## src/rtl/adc_packetizer_pkg.sv

```systemverilog
// Shared types for the ADC packetizer: FSM states, FIFO entry layout, saturating increment.
package adc_packetizer_pkg;

   typedef enum logic [1:0] {
      IDLE     = 2'd0,
      CAPTURE  = 2'd1,
      CLOSE    = 2'd2,
      WAIT_LOW = 2'd3
   } state_t;

   typedef struct packed {
      logic        user;
      logic        last;
      logic [31:0] data;
   } fifo_entry_t;

   localparam int ENTRY_W = $bits(fifo_entry_t);

   function automatic logic [31:0] sat_inc(input logic [31:0] v);
      return (v == 32'hFFFF_FFFF) ? v : v + 32'd1;
   endfunction

endpackage

```

## src/rtl/adc_packetizer_sync_fifo.sv

```systemverilog
// First-word-fall-through synchronous FIFO; head entry is visible whenever not empty.
module sync_fifo #(
   parameter int WIDTH = 34,
   parameter int DEPTH = 16
) (
   input  logic             clk,
   input  logic             resetn,
   input  logic             wr_en,
   input  logic [WIDTH-1:0] wr_data,
   output logic             full,
   input  logic             rd_en,
   output logic [WIDTH-1:0] rd_data,
   output logic             empty
);

   localparam int AW = $clog2(DEPTH);

   logic [WIDTH-1:0] mem [DEPTH];
   logic [AW:0]      wr_ptr;
   logic [AW:0]      rd_ptr;

   // Extra pointer MSB distinguishes full from empty when the indices match.
   assign full    = (wr_ptr[AW] != rd_ptr[AW]) && (wr_ptr[AW-1:0] == rd_ptr[AW-1:0]);
   assign empty   = (wr_ptr == rd_ptr);
   assign rd_data = mem[rd_ptr[AW-1:0]];

   always_ff @(posedge clk) begin
      if (wr_en && !full)
         mem[wr_ptr[AW-1:0]] <= wr_data;
   end

   always_ff @(posedge clk or negedge resetn) begin
      if (!resetn) begin
         wr_ptr <= '0;
         rd_ptr <= '0;
      end else begin
         if (wr_en && !full)
            wr_ptr <= wr_ptr + 1'b1;
         if (rd_en && !empty)
            rd_ptr <= rd_ptr + 1'b1;
      end
   end

endmodule

```

## src/rtl/adc_packetizer.sv

```systemverilog
// Frames ADC words captured during the sync window into AXI4-Stream packets
// (tuser = first word, tlast = last word) through a FWFT output FIFO.
//
// state    | meaning
// IDLE     | waiting for sync to rise; valids ignored
// CAPTURE  | accepting words into the holding reg, pushing the previous one
// CLOSE    | pushing the held word with tlast once the FIFO has room
// WAIT_LOW | packet done; wait for sync low so a forced close cannot re-trigger
module adc_packetizer
   import adc_packetizer_pkg::*;
#(
   parameter int FIFO_DEPTH       = 16,
   parameter int MAX_PACKET_WORDS = 4096
) (
   input  logic        clk,
   input  logic        resetn,
   input  logic [31:0] adc_data,
   input  logic        adc_data_valid,
   input  logic        sync,
   output logic [31:0] m_axis_tdata,
   output logic        m_axis_tvalid,
   input  logic        m_axis_tready,
   output logic        m_axis_tlast,
   output logic        m_axis_tuser,
   output logic [31:0] overflow_count,
   output logic [31:0] packet_count,
   output logic        busy
);

   localparam int CW = $clog2(MAX_PACKET_WORDS + 1);

   state_t      state;
   logic [31:0] held;
   logic        held_valid;
   logic        sof_pending;
   logic [CW-1:0] word_cnt;
   logic [CW-1:0] cnt_inc;

   logic        fifo_wr;
   logic        fifo_full;
   logic        fifo_empty;
   fifo_entry_t wr_entry;
   fifo_entry_t rd_entry;
   logic        accept;

   assign cnt_inc = word_cnt + 1'b1;
   assign accept  = (state == CAPTURE) && adc_data_valid && (!held_valid || !fifo_full);

   always_comb begin
      fifo_wr       = 1'b0;
      wr_entry.user = sof_pending;
      wr_entry.last = 1'b0;
      wr_entry.data = held;
      case (state)
         CAPTURE: fifo_wr = adc_data_valid && held_valid && !fifo_full;
         CLOSE: begin
            fifo_wr       = !fifo_full;
            wr_entry.last = 1'b1;
         end
         default: ;
      endcase
   end

   always_ff @(posedge clk or negedge resetn) begin
      if (!resetn) begin
         state          <= IDLE;
         held           <= '0;
         held_valid     <= 1'b0;
         sof_pending    <= 1'b0;
         word_cnt       <= '0;
         overflow_count <= '0;
         packet_count   <= '0;
      end else begin
         unique case (state)
            IDLE: begin
               if (sync) begin
                  state       <= CAPTURE;
                  word_cnt    <= '0;
                  held_valid  <= 1'b0;
                  sof_pending <= 1'b1;
               end
            end
            CAPTURE: begin
               if (accept) begin
                  held       <= adc_data;
                  held_valid <= 1'b1;
                  word_cnt   <= cnt_inc;
                  if (held_valid)
                     sof_pending <= 1'b0;
               end else if (adc_data_valid) begin
                  overflow_count <= sat_inc(overflow_count);
               end
               if (accept && (cnt_inc == CW'(MAX_PACKET_WORDS)))
                  state <= CLOSE;
               else if (!sync)
                  state <= (held_valid || accept) ? CLOSE : WAIT_LOW;
            end
            CLOSE: begin
               if (adc_data_valid && sync)
                  overflow_count <= sat_inc(overflow_count);
               if (!fifo_full) begin
                  held_valid   <= 1'b0;
                  packet_count <= sat_inc(packet_count);
                  state        <= WAIT_LOW;
               end
            end
            WAIT_LOW: begin
               if (adc_data_valid && sync)
                  overflow_count <= sat_inc(overflow_count);
               if (!sync)
                  state <= IDLE;
            end
            default: state <= IDLE;
         endcase
      end
   end

   sync_fifo #(
      .WIDTH (ENTRY_W),
      .DEPTH (FIFO_DEPTH)
   ) u_fifo (
      .clk     (clk),
      .resetn  (resetn),
      .wr_en   (fifo_wr),
      .wr_data (wr_entry),
      .full    (fifo_full),
      .rd_en   (m_axis_tready),
      .rd_data (rd_entry),
      .empty   (fifo_empty)
   );

   // Head is only meaningful while valid; hold the bus at zero otherwise.
   assign m_axis_tvalid = !fifo_empty;
   assign m_axis_tdata  = fifo_empty ? 32'd0 : rd_entry.data;
   assign m_axis_tlast  = !fifo_empty && rd_entry.last;
   assign m_axis_tuser  = !fifo_empty && rd_entry.user;
   assign busy          = (state != IDLE) || !fifo_empty;

endmodule

```

## config.mk

```make
export PLATFORM = sky130hd
export DESIGN_NAME = adc_packetizer
export DESIGN_NICKNAME = d
export VERILOG_FILES = /design/src/rtl/adc_packetizer_pkg.sv /design/src/rtl/adc_packetizer_sync_fifo.sv /design/src/rtl/adc_packetizer.sv
export SDC_FILE = /design/constraint.sdc
export NUM_CORES = 1
export LEC_CHECK = 0
export CAP_MARGIN = 20
export CORE_MARGIN = 2
export CORE_UTILIZATION = 29
export CTS_CLUSTER_SIZE = 40
export DETAILED_ROUTE_END_ITERATION = 12
export HOLD_SLACK_MARGIN = 0.08
export PLACE_DENSITY = 0.44
export REMOVE_ABC_BUFFERS = 1
export SLEW_MARGIN = 20
export SYNTH_ARGS = -nofsm -noshare
export SYNTH_HDL_FRONTEND = slang
export SYNTH_SLANG_ARGS = --single-unit
```

## constraint.sdc

```tcl
create_clock -name clk -period 5 [get_ports clk]
set_input_delay 1 -clock clk [delete_from_list [all_inputs] [get_ports clk]]
set_output_delay 1 -clock clk [all_outputs]
set_load 0.02 [all_outputs]
```

# Word-level counts from Yosys, hierarchy flattened
# Memory sizes are Yosys's and may differ from the RTL's.
# Index checks and enable logic that the tools add are counted.
classes:
  n_reduce_logical: 30
  muxes: 28
  n_bitwise: 2
  n_addsub: 5
  eq_ne: 18
ops:
  columns: ["op", "count"]
  rows:
  - ["two-way mux 32 bit", 5]
  - ["adder 32 x 1 -> 32 bit (second input constant)", 2]
  - ["== test 32 bit (second input constant)", 2]
  - ["one-hot mux 32 bit (2 select lines)", 1]
  - ["two-way mux 13 bit", 2]
  - ["one-hot mux 13 bit (2 select lines)", 1]
  - ["AND reduction 4 bit", 4]
  - ["inequality test 2 bit (second input constant)", 7]
  - ["adder 13 x 1 -> 13 bit (second input constant)", 1]
  - ["== test 13 bit (second input constant)", 1]
  - ["logical AND 1 bit", 11]
  - ["adder 5 x 1 -> 5 bit (second input constant)", 2]
  - ["two-way mux 1 bit", 10]
  - ["two-way mux 2 bit", 5]
  - ["one-hot mux 2 bit (4 select lines)", 1]
  - ["AND reduction 3 bit", 2]
  - ["nonzero test 2 bit", 3]
  - ["== test 5 bit", 1]
  - ["== test 2 bit (second input constant)", 2]
  - ["== test 4 bit", 1]
  - ["one-hot mux 1 bit (2 select lines)", 2]
  - ["zero test 1 bit", 3]
  - ["logical OR 1 bit", 3]
  - ["inequality test 3 x 2 -> 1 bit (second input constant)", 1]
  - ["9 further kinds", 10]
word_totals:
  output_inout_bits: 100
  regBits: 123
  n_memories: 1
  in_bits: 37
  mem_bits_rw: 544
mem_list:
  columns: ["name", "words", "width", "read_ports", "rd_ports_with_merged_regs", "wr", "line", "text"]
  rows:
  - ["u_fifo.mem", 16, 34, 1, 0, 1, "adc_packetizer_sync_fifo.sv:18", "logic [WIDTH-1:0] mem [DEPTH];"]

# Longest topological paths before layout
# Gate-level depths: netlist (run 1).
logic_depth:
  depth_word: 10
  ltp_mapped: 9
  mapped_depth_nobuf: 8

# By module
# A second synthesis (run 1) with hierarchy kept.
hier_totals:
  cells_unflattened: 1499
  hier_area_um2: 26534.2
modules_own_cells:
  columns: ["mod", "cells_each", "area_each_um2", "n_inst"]
  rows:
  - ["sync_fifo", 911, 20978.9, 1]
  - ["adc_packetizer", 588, 5555.3, 1]

# Worst setup path after synthesis (run 1)
# Ideal clock, no wire load.
synth_timing:
  path_type: "input-to-reg"
  start: "input port adc_data_valid"
  end: "memory u_fifo.mem[3][0] (enable)"
  slack_ps: 524
  required_ps: 4532
  arrival_time_ps: 4008
  path_stages: 5
  path_cell_list: "and3_1 -> o21ai_0 -> a21oi_2 -> nand2_1 -> nor3_1"
synth_via:
  elab_chain_cells: 6
synth_rtl:
  columns: ["item", "line", "text"]
  rows:
  - ["from (decl)", "adc_packetizer.sv:18", "input logic adc_data_valid,"]
  - ["logical AND 1 bit (2 in series)", "adc_packetizer.sv:55", "CAPTURE: fifo_wr = adc_data_valid && held_valid && !fifo_full;"]
  - ["one-hot mux 1 bit (2 select lines)", "adc_packetizer.sv:54", "case (state)"]
  - ["logical AND 1 bit", "adc_packetizer_sync_fifo.sv:28", "if (wr_en && !full)"]
  - ["two-way mux 1 bit", "adc_packetizer_sync_fifo.sv:28", null]
  - ["two-way mux 1 bit (not written as such)", "adc_packetizer_sync_fifo.sv:29", "mem[wr_ptr[AW-1:0]] <= wr_data;"]
  - ["to (decl)", "adc_packetizer_sync_fifo.sv:18", null]
# Every way passes these cells.

# Final worst setup path (run 1)
layout_timing:
  start: "register u_fifo.rd_ptr[1]"
  end: "output port m_axis_tdata[1]"
layout_via:
  elab_chain_cells: 2
layout_rtl:
  columns: ["item", "line", "text"]
  rows:
  - ["from (decl)", "adc_packetizer_sync_fifo.sv:20", "logic [AW:0] rd_ptr;"]
  - ["from (signal assigned)", "adc_packetizer_sync_fifo.sv:40", "rd_ptr <= rd_ptr + 1'b1;"]
  - ["memory read (16 x 34 bit) / == test 5 bit (equally long branches)", null, null]
  - ["two-way mux 32 bit *", "adc_packetizer.sv:134", "assign m_axis_tdata = fifo_empty ? 32'd0 : rd_entry.data;"]
  - ["to (decl)", "adc_packetizer.sv:20", "output logic [31:0] m_axis_tdata,"]
# Every way passes the cells marked *; elsewhere a longest branch is shown, timed or not.

==> impl_metrics.ini, run 1 <==
[cells_and_area]
final_cell_area_sq_um = 32400
nets = 1614
multiInputGateArea_sq_um = 7080
fin_cells = 2813
regArea_sq_um = 19400
utilization_pct = 35.4
layout_common_cells = 544 x edfxtp_1, 170 x mux4_2, 135 x clkdlybuf4s50_1
fill_cells = 8494
layout_commonest_cell = edfxtp_1
drive_gt1_share_pct = 23.9
area_growth_pct = 21.5

[clock_tree]
numCtsBuffers = 77
cts_resized = 0
post_cts_buffers = 0
cts.clk_slew.worst_paths_ps = 60
cts_root_buf = clkbuf_16
hold_buffers = 0
cts_tree = built
cts_buffer_depth = 3
htree_levels = 3
worstSkewPairLatency_ps = 630
cts_sinks = 667

[timing]
setup_viol = 0
clock_skew_ps = 21.8
hold_viol = 0
max_clock_freq_ghz = 0.223
drv_slew = 0
relSlewSlack_pct = 37.4
fin_tns_setup_ps = 0
worst_slew_pin_slew_ps = 939
post-route-period-util_pct = 89.7
rsz0062_at_grt = false
final.min_clock_period_ps = 4480

[setup_path]
worstPathRequired_ps = 4000
path_class = flop to output pin
crit_arrival_ps = 3480
worst_setup_path_start_kind = flop
endpoint_kind = output pin
path_max_fanout = 40

[synth]
synth.avg_cell_area_sq_um = 19.6
syn_area_sq_um = 26700
synth.distinct_cells = 60
yosysWarnings = 0
synthArstFlopShare_pct = 18.4
ys_seq_elements = 667
synth-main-ff-cell = edfxtp_1
ys_seq_area_share_pct = 72.7
synth_edf_count = 544
synth_cells = 1362

[routing]
drt_wl_total_microns = 67900
wl_per_cell_microns = 24.1
postRouteAntennaNets = 0
drtIter0Drc = 896
via_count = 13600
drc = 0
drt_pre_antenna_iters = 7
vias_per_cell = 4.82

[global_routing]
top_usage_layer = met2
grt_util_met2_pct = 24.1
met1_usage_pct = 20.0
grt_pass1_wl_microns = 101000
grt_start_max_net_pins = 83
grt_pass1_vias = 14700
met3_usage_pct = 3.23
grt_use_total_pct = 14.7
overflow = 0
antenna_found_initial = 4

[die]
fp.dieArea_sq_um = 94500
rows = 111
start_util_pct = 29.2
die_w_microns = 307
dieHeight_microns = 307
coreArea_sq_um = 91500
num_io_pins = 137

[placement]
gp_congestion = 0.748
port-buffer-count = 136
post-place-cells = 2670
dp_hpwl_microns = 37600
place_area_sq_um = 29900

[power_and_ir_drop]
power_density_nw_per_um2 = 595
leakage_nw = 10.8
ir_drop_mv = 0.254

[worst_hold_path]
worstHoldPathType = primary input to asynchronous set/reset pin

[run_status]
outcome = finished clean

[run]
cap_violations = 0
through the flow:
stage | hold slack, ps | power, mW | worst slack, ps
2_1_floorplan | 489 | 11.8 | -4170
3_3_place_gp | 479 | 13.9 | 1120
3_5_place_dp | 482 | 14.0 | 1120
4_1_cts | 501 | 19.7 | 442
5_1_grt | 515 | 20.3 | 360
6_report | 482 | 19.3 | 515
path summary, 6_finish.rpt:
check | start | endpoint | slack, ps | cells past startpoint
worst max-delay path | u_fifo.rd_ptr[1] | m_axis_tdata[1] | 520 | 5
worst min-delay path | resetn | overflow_count[0] | 480 | 1
worst max register to register | u_fifo.rd_ptr[1] | u_fifo.mem[7][23] | 1630 | 6
worst min register to register | overflow_count[28] | overflow_count[28] | 490 | 1
max in group asynchronous | resetn | held[6] | 3490 | 2
min in group clk | overflow_count[28] | overflow_count[28] | 490 | 1
metal layers:
metal  up-vias  wire length (microns)
li1       5890                      -
met1      7285                  30400
met2       287                  33100
met3        95                   3090
met4         4                   1230
met5         -                     30
layout make-up:
type / count / area share [%]
Inverter: 17 / 0.197
Tap cell: 1186 / 4.57
Sequential cell: 667 / 59.9
Clock buffer: 99 / 6.32
Antenna cell: 2 / 0.0154
Clock inverter: 42 / 1.44
Multi-Input combinational cell: 621 / 21.8
Timing Repair Buffer: 179 / 5.74
kinds of logic (layout without fill, tap and decap cells):
logic type,Yosys count,in the layout,synth area share (%)
XOR/XNOR,78,78,2.59
AO/OA/AOI/OAI,62,62,1.56
multiplexers,205,205,15.8
flip-flops,667,667,72.7
AND/OR/NAND/NOR,262,262,5.44
adder cells (fa/ha/maj),14,14,0.656
buffers and inverters,74,337,1.26
other,0,2,0
cell usage after synthesis, types with 2 or more instances:
master,number,share of area [%]
nor4b_4,2,0.18
a21oi_2,2,0.066
xnor2_1,41,1.3
o21ai_0,20,0.37
o31ai_1,9,0.25
dfrtp_1,123,12
nor4_1,5,0.12
a31oi_1,3,0.070
xor2_1,36,1.2
nor3_2,3,0.11
buf_1,4,0.056
edfxtp_1,544,61
clkbuf_1,27,0.38
buf_4,3,0.084
nor2b_1,39,0.91
nor3_1,18,0.34
ha_1,14,0.66
buf_6,3,0.13
and4_1,6,0.20
mux2_2,35,1.5
o211ai_1,2,0.056
mux4_2,170,14
nor2_1,50,0.70
a21o_1,2,0.056
a22o_1,2,0.066
inv_1,17,0.24
nand4_1,28,0.66
and2_1,8,0.19
or2_2,2,0.047
nand3_1,23,0.43
buf_2,20,0.37
a21oi_1,11,0.21
nand2_1,50,0.70
nand2b_1,5,0.12
and3_1,10,0.23
flip-flops by register name (all words and copies together) (netlist names):
| name | flops |
|---|---|
| u_fifo.rd_ptr | 5 |
| u_fifo.wr_ptr | 5 |
| held | 32 |
| overflow_count | 32 |
| word_cnt | 13 |
| state | 2 |
| held_valid | 1 |
| sof_pending | 1 |
| packet_count | 32 |
| u_fifo.mem | 544 |
worst max-delay path, cell delays in order, from the launching register on:
cell	delay, ps
dfrtp_4	890
buf_12	310
mux4_2	350
mux4_2	560
nor2b_1	180
clkdlybuf4s50_1	550
where the power goes:
| part | internal [mW] | switching (mW) |
|---|---|---|
| Sequential | 7.21 | 0.935 |
| Combinational | 2.75 | 2.78 |
| Clock | 3.33 | 2.28 |
| Total | 13.3 | 6.00 |
Power figures use the tool's default switching activity.
==> inputs of run 2 (changes only) <==
Settings changed: CORE_ASPECT_RATIO from default to 0.6, SKIP_LAST_GASP from default to 1.
==> run 2 against run 1 <==
Sequential power decreased by 1%; combinational power is 3% higher; routed wire length rose by 2.6%; largest cell class unchanged; critical path type unchanged; critical endpoint is now m_axis_tdata[0].
==> impl_metrics.ini, run 2 (synthesis results as in run 1) <==
[clock_tree]
numCtsBuffers = 69
cts_root_buf = clkbuf_16
worstSkewPairLatency_ps = 650
post_cts_buffers = 0
cts_buffer_depth = 3
hold_buffers = 0
htree_levels = 3
cts_tree = built
cts_resized = 0
cts_sinks = 667
cts.clk_slew.worst_paths_ps = 60

[cells_and_area]
layout_common_cells = 544 x edfxtp_1, 170 x mux4_2, 135 x clkdlybuf4s50_1
drive_gt1_share_pct = 24.1
final_cell_area_sq_um = 32200
fin_cells = 2843
largest_register_ffs = 544
multiInputGateArea_sq_um = 7080
utilization_pct = 35.2
area_growth_pct = 20.7
layout_commonest_cell = edfxtp_1
nets = 1606
regArea_sq_um = 19400
fill_cells = 8573

[placement]
place_area_sq_um = 30000
port-buffer-count = 136
dp_hpwl_microns = 39000
gp_congestion = 0.736
post-place-cells = 2716

[timing]
worst_slew_pin_slew_ps = 927
final.min_clock_period_ps = 4530
post-route-period-util_pct = 90.5
setup_viol = 0
rsz0062_at_grt = false
whs_ps = 444
max_clock_freq_ghz = 0.221
clock_skew_ps = 29.9
hold_viol = 0
relSlewSlack_pct = 38.2
drv_slew = 0
fin_tns_setup_ps = 0

[global_routing]
overflow = 0
grt_pass1_wl_microns = 101000
grt_pass1_vias = 14200
antenna_found_initial = 1
grt_start_max_net_pins = 76
grt_use_total_pct = 14.8

[die]
rows = 86
start_util_pct = 29.2
coreArea_sq_um = 91600
die_w_microns = 396
dieHeight_microns = 239
num_io_pins = 137
fp.dieArea_sq_um = 94600

[routing]
vias_per_cell = 4.79
drtIter0Drc = 1134
wl_per_cell_microns = 24.5
via_count = 13600
drt_pre_antenna_iters = 6
postRouteAntennaNets = 0
drc = 0
drt_wl_total_microns = 69600

[setup_path]
rrSetupSlack_ps = 1670
r2r_start = state[0]
reg2reg_to = u_fifo.mem[11][26]
path_max_fanout = 38
path_class = flop to output pin
crit_arrival_ps = 3530
rr_worst_depth = 7
worst_setup_path_start_kind = flop
endpoint_kind = output pin
worstPathRequired_ps = 4000

[power_and_ir_drop]
ir_drop_mv = 0.324
leakage_nw = 10.7
power_density_nw_per_um2 = 585

[worst_hold_path]
worstHoldPathType = primary input to asynchronous set/reset pin

[run_status]
outcome = finished clean

[run]
cap_violations = 0
==> run 2: layer usage <==
| metal | share of wire, % | up-vias | global-route usage, % | wire length [microns] |
|---|---|---|---|---|
| met1 | 50 | 7393 | 22.6 | 34900 |
| met3 | 4.0 | 88 | 2.92 | 2780 |
| met5 | 0 | - | 0 | 0 |
| li1 | - | 5880 | - | - |
| met4 | 1.8 | 0 | 3.56 | 1270 |
| met2 | 44 | 263 | 21.5 | 30700 |
==> run 2: layout make-up <==
cell class                 count  area share [%]
clock buffer                  96            6.02
clock inverter                30           0.784
timing repair buffer         179            5.97
sequential                   667            60.3
inverter                      17           0.198
antenna                        1         0.00776
multi-input combinational    621            22.0
tap                         1232            4.78
==> run 2: how the worst max path moves through the flow <==
stage / from / end / slack [ps]
6_report: u_fifo.rd_ptr[0] / m_axis_tdata[0] / 470
2_1_floorplan: u_fifo.rd_ptr[0] / u_fifo.mem[3][0] / -4170
3_3_place_gp: u_fifo.rd_ptr[0] / m_axis_tdata[25] / 1100
3_5_place_dp: u_fifo.rd_ptr[0] / m_axis_tdata[25] / 1080
4_1_cts: u_fifo.rd_ptr[0] / m_axis_tdata[25] / 360
5_1_grt: u_fifo.rd_ptr[0] / m_axis_tdata[0] / 320
==> run 2: report_power, final <==
part | internal [mW] | switching (mW) | total, mW
registers | 7.20 | 0.842 | 8.05
logic | 2.76 | 2.97 | 5.73
clock network | 2.85 | 2.24 | 5.09
total | 12.8 | 6.06 | 18.9
==> run 2: per-stage QoR <==
stage / setup slack (ps) / power (mW)
after detailed placement: 1080 / 14.1
after global placement: 1100 / 14.0
after CTS: 363 / 19.2
after floorplan: -4170 / 11.8
after global routing: 318 / 19.8
final: 473 / 18.9
==> run 2: worst max-delay path, stage by stage, from the launching register on <==
cell and delay [ps]:
dfrtp_4 670, buf_12 370, mux4_2 560, mux4_2 530, nor2b_1 160, clkdlybuf4s50_1 560
